<file path="src/rtl/switch_debounce_pulse.sv">
// switch_debounce_pulse: synchronizes and debounces raw DE2 switch/key lines,
// producing clean levels plus single-cycle edge pulses for the JK flip-flop
// stage. Optional build macro FALL_PULSE_EN enables falling-edge pulses;
// without it fall_pulse is tied low and any_change reflects rises only.
module switch_debounce_pulse #(
  parameter int unsigned WIDTH       = 5,
  parameter int unsigned CNT_MAX     = 500000,
  parameter int unsigned CNT_W       = 19,
  parameter int unsigned SYNC_STAGES = 2
) (
  input  logic             CLOCK_50,
  input  logic             RST_N,
  input  logic [WIDTH-1:0] raw_in,
  output logic [WIDTH-1:0] level_out,
  output logic [WIDTH-1:0] rise_pulse,
  output logic [WIDTH-1:0] fall_pulse,
  output logic             any_change
);

  // Last count value before a mismatched level is accepted.
  localparam logic [CNT_W-1:0] CNT_LAST = CNT_W'(CNT_MAX - 1);

  logic [SYNC_STAGES-1:0][WIDTH-1:0] sync_q, sync_d;
  logic [WIDTH-1:0]                  sync_c;
  logic [WIDTH-1:0][CNT_W-1:0]       cnt_q, cnt_d;
  logic [WIDTH-1:0]                  level_q, level_d;
  logic [WIDTH-1:0]                  rise_q, rise_d;
  logic                              any_q, any_d;

  // Synchronizer chain: stage 0 samples the raw pins, each later stage copies the previous one.
  always_comb begin
    sync_d    = sync_q;
    sync_d[0] = raw_in;
    for (int unsigned s = 1; s < SYNC_STAGES; s++) begin
      sync_d[s] = sync_q[s-1];
    end
  end

  assign sync_c = sync_q[SYNC_STAGES-1];

  // Per-channel debounce: count while the synchronized line disagrees with
  // the accepted level, accept it on the terminal count, clear on any glitch.
  always_comb begin
    cnt_d   = cnt_q;
    level_d = level_q;
    for (int unsigned i = 0; i < WIDTH; i++) begin
      if (sync_c[i] == level_q[i]) begin
        cnt_d[i] = '0;
      end else if (cnt_q[i] == CNT_LAST) begin
        cnt_d[i]   = '0;
        level_d[i] = sync_c[i];
      end else begin
        cnt_d[i] = cnt_q[i] + CNT_W'(1);
      end
    end
  end

  // Rising-edge detect on the accepted level, registered with the level update.
  always_comb begin
    rise_d = level_d & ~level_q;
  end

`ifdef FALL_PULSE_EN
  logic [WIDTH-1:0] fall_q, fall_d;

  // Falling-edge detect and combined change flag including falls.
  always_comb begin
    fall_d = ~level_d & level_q;
    any_d  = (|rise_d) | (|fall_d);
  end

  // Falling-edge pulse register.
  always_ff @(posedge CLOCK_50 or negedge RST_N) begin
    if (!RST_N) begin
      fall_q <= '0;
    end else begin
      fall_q <= fall_d;
    end
  end

  assign fall_pulse = fall_q;
`else
  // Change flag reflects rises only when falling pulses are not built.
  always_comb begin
    any_d = |rise_d;
  end

  assign fall_pulse = '0;
`endif

  // State registers for synchronizer, counters, level and rising pulses.
  always_ff @(posedge CLOCK_50 or negedge RST_N) begin
    if (!RST_N) begin
      sync_q  <= '0;
      cnt_q   <= '0;
      level_q <= '0;
      rise_q  <= '0;
      any_q   <= 1'b0;
    end else begin
      sync_q  <= sync_d;
      cnt_q   <= cnt_d;
      level_q <= level_d;
      rise_q  <= rise_d;
      any_q   <= any_d;
    end
  end

  assign level_out  = level_q;
  assign rise_pulse = rise_q;
  assign any_change = any_q;

endmodule

</file>
<file path="config.mk">
export PLATFORM = sky130hd
export DESIGN_NAME = switch_debounce_pulse
export DESIGN_NICKNAME = d
export VERILOG_FILES = /design/src/rtl/switch_debounce_pulse.sv
export SDC_FILE = /design/constraint.sdc
export NUM_CORES = 1
export LEC_CHECK = 0
export CAP_MARGIN = 25
export CELL_PAD_IN_SITES_DETAIL_PLACEMENT = 1
export CELL_PAD_IN_SITES_GLOBAL_PLACEMENT = 1
export CORE_ASPECT_RATIO = 0.8
export CORE_MARGIN = 1.5
export CORE_UTILIZATION = 25
export DETAILED_ROUTE_END_ITERATION = 8
export DONT_BUFFER_PORTS = 1
export PLACE_DENSITY_LB_ADDON = 0.1
export SLEW_MARGIN = 25
export SYNTH_ARGS = -nofsm -noshare
export SYNTH_HDL_FRONTEND = slang
export SYNTH_SLANG_ARGS = --single-unit
</file>
<file path="constraint.sdc">
create_clock -name CLOCK_50 -period 4.85 [get_ports CLOCK_50]
set_clock_uncertainty 0.1 [all_clocks]
set_input_delay 0.97 -clock CLOCK_50 [delete_from_list [all_inputs] [get_ports CLOCK_50]]
set_output_delay 0.97 -clock CLOCK_50 [all_outputs]
set_load 0.05 [all_outputs]
</file>
==> summary.txt <==
top cells by area, synth - dfrtp_1 (52%), nor2_1 (5.4%), xnor2_1 (5.2%)
Post-synth EDFFs - 0
CP Capture Point - cnt_q[47]
DP Area - 5806 um^2
Hold Buf Count CTS - 0
final hold violations - 0
total chip power - 2320 uW
DRC - 0
post-synthesis async set-or-reset flop share - 1.000
crit path DAT - 2.58 ns
RSZ-0062 raised after global routing - false
Achievable Freq - 414.5 MHz
R2R Path End - cnt_q[47]
Initial Utilization - 0.2561
final-layout fill cell count - 2456
Seq/Total Area, Yosys - 0.5243
R2R setup slack - 2.44 ns
slew margin rel. - 0.5441
Layout area overhead - 15.59%
post-CTS setup buffers - 0
DR WL/cell - 15.24 um
Worst setup SP type - flop
final instance area - 6400 um^2
share of the synthesized area in the top cell type - 0.5243
fin cells - 845
H-tree depth - 4
Yosys reg bits - 116
worst slew pin tran - 0.6838 ns
Internal Pwr Total - 1827 uW
CTS sink count - 116
Place WS - 2.396 ns
site row count - 48
initial DRC count - 132
min cycle time layout - 2.412 ns
synth unique cells - 42
GPL Wtd Cong - 0.7205
Tcrit/Tclk final - 0.4974
proportion of layout cells with a drive suffix above 1 - 0.07018
number of global-route vias before repair - 4268
TritonCTS Buffers - 17
Die Area - 23050 um^2
total number of yosys warnings - 0
Synth Instances - 552
worst r2r src - cnt_q[50]
biggest area consumer among synthesized cells - dfrtp_1
worst min path class - input port to async pin
vias per inst - 4.779
status - complete, no violations
Clock transition at path regs - 0.06 ns
Total GRT Usage - 0.1233
Flop pwr share - 0.430
post-placement cell count - 813
PostCTS Resize Cnt - 0
initial antenna violation count - 0
Syn Std Cell Area - 5537 um^2
global route total overflow - 0
Core Footprint - 21620 um^2
Worst Setup SP - cnt_q[50]
area of the multi-input gates - 2484 um^2
antenna-violating nets left - 0
DRT Pass-1 Iters - 4
Comb pwr share - 0.021
port bufs - 0
Crit Path Max Fanout - 19
Sw Share - 0.2127
CP Capture Type - flop
Post-DP HPWL - 8.486 mm
chip height - 136.1 um
Nets - 569
first-pass GRT wire length - 22.01 mm
Psw - 493.4 uW
final setup fails - 0
Ant. Diodes - 0
drt total wl - 12.88 mm
Critical Path RT - 5.02 ns
pwr/cell area - 362.5 nW/um^2
CTS Buffer Depth - 2
max-capacitance violation count - 0
Final WS setup - 2.438 ns
clock share of power - 0.550
CTS tree - done
LEAKAGE - 0.002529 uW
Worst VDD drop - 235.5 uV
via count - 4038
root buffer cell - clkbuf_16
clock latency on the worst-skew pair - 0.42 ns
pins over their slew limit - 0
critical path class - flop to flop
R2R depth - 4
Main synth FF type - dfrtp_1
Mean Syn Cell Area - 10.03 um^2
I/O pins - 23
Reg area - 2903 um^2
setup TNS - 0 ns
largest net degree at the start of global routing - 117
Die W - 169.4 um
==> area by class of cell <==
cell class              count  area share
well taps                 275     0.05376
clock inverters            10     0.02033
multi-input cells         404      0.3881
clock buffers              22     0.07253
repair buffers              2    0.002346
flip-flops and latches    116      0.4536
inverters                  16    0.009384
==> through the flow <==
stage,utilization,hold slack (ns)
global placement,0.2685,0.2361
detailed placement,0.2685,0.2381
floorplan,-,0.2312
CTS,0.2960,0.1246
global route,0.2960,0.1232
finish,0.2960,0.1487
==> placed cells by master (no fill, tap or decap), types with 4 or more instances in the layout <==
master	n
a21oi_1	24
and2_1	5
and3_1	7
and4_1	9
clkbuf_16	17
clkinv_2	5
conb_1	5
dfrtp_1	116
ha_1	5
inv_1	16
mux2_2	4
nand2_1	32
nand3_1	35
nand4_1	26
nor2_1	80
nor3_1	8
nor4_1	16
nor4b_1	6
o21ai_0	10
o31ai_1	13
or3_1	15
or4_1	15
xnor2_1	33
xor2_1	32
==> flip-flops by register name (all words and copies together) (netlist names) <==
name / count
cnt_q: 95
level_out: 5
rise_pulse: 5
sync_c: 5
sync_d: 5
any_change: 1
==> critical path: stages, from the launching register on <==
cell and delay [ns]:
dfrtp_1 0.43, or4_1 0.56, or4_4 0.55, o22ai_4 0.49
nor2_1 0.12
==> synth_stat cells (2+ instances only) <==
cell type and number:
a21oi_1 24, a31o_2 2, and2_1 5, and3_1 7, and4_1 9, buf_1 2, buf_4 5, clkbuf_1 12
dfrtp_1 116, ha_1 5, inv_1 16, mux2_2 4, nand2_1 32, nand2b_1 3, nand3_1 35, nand4_1 26
nand4b_1 2, nand4bb_1 2, nor2_1 80, nor2b_1 2, nor3_1 8, nor4_1 16, nor4b_1 6, nor4bb_1 2
o21ai_0 10, o21ai_1 2, o31ai_1 13, or3_1 15, or4_1 15, xnor2_1 33, xor2_1 32
==> how the worst min path moves through the flow <==
stage,to,slack (ns)
2_1_floorplan,sync_c[0],0.23
3_3_place_gp,sync_c[1],0.24
3_5_place_dp,sync_c[1],0.24
4_1_cts,cnt_q[2],0.12
5_1_grt,cnt_q[3],0.12
6_report,cnt_q[2],0.15
==> power by group through the flow <==
stage	logic, uW	clock network [uW]	registers [uW]
finish	47.9	1270	997
CTS	49.2	1320	997
global placement	47.9	0	1010
detailed placement	49.1	0	1010
floorplan	42.9	0	1010
global route	54.5	1360	999
==> kinds of logic (layout without fill, tap and decap cells) <==
| group | count (synthesis) | after routing | synth area share |
|---|---|---|---|
| and+or+nand+nor | 269 | 269 | 0.2599 |
| DFF | 116 | 116 | 0.5243 |
| xor gates and xnor gates | 65 | 65 | 0.1028 |
| AOI/OAI and AO/OA | 56 | 56 | 0.06305 |
| buffers and inverters | 36 | 50 | 0.02983 |
| adders and majority gates | 5 | 5 | 0.01130 |
| muxes | 4 | 4 | 0.008135 |
| other | 1 | 5 | 0.0006773 |
==> per-layer routing <==
layer,part of all wire,up-vias,global-route usage
met5,0,-,0
met1,0.51,2016,0.1620
met4,0.020,0,0.05261
met3,0.027,15,0.03348
li1,-,1977,-
met2,0.44,30,0.1911
Power figures use the tool's default switching activity.
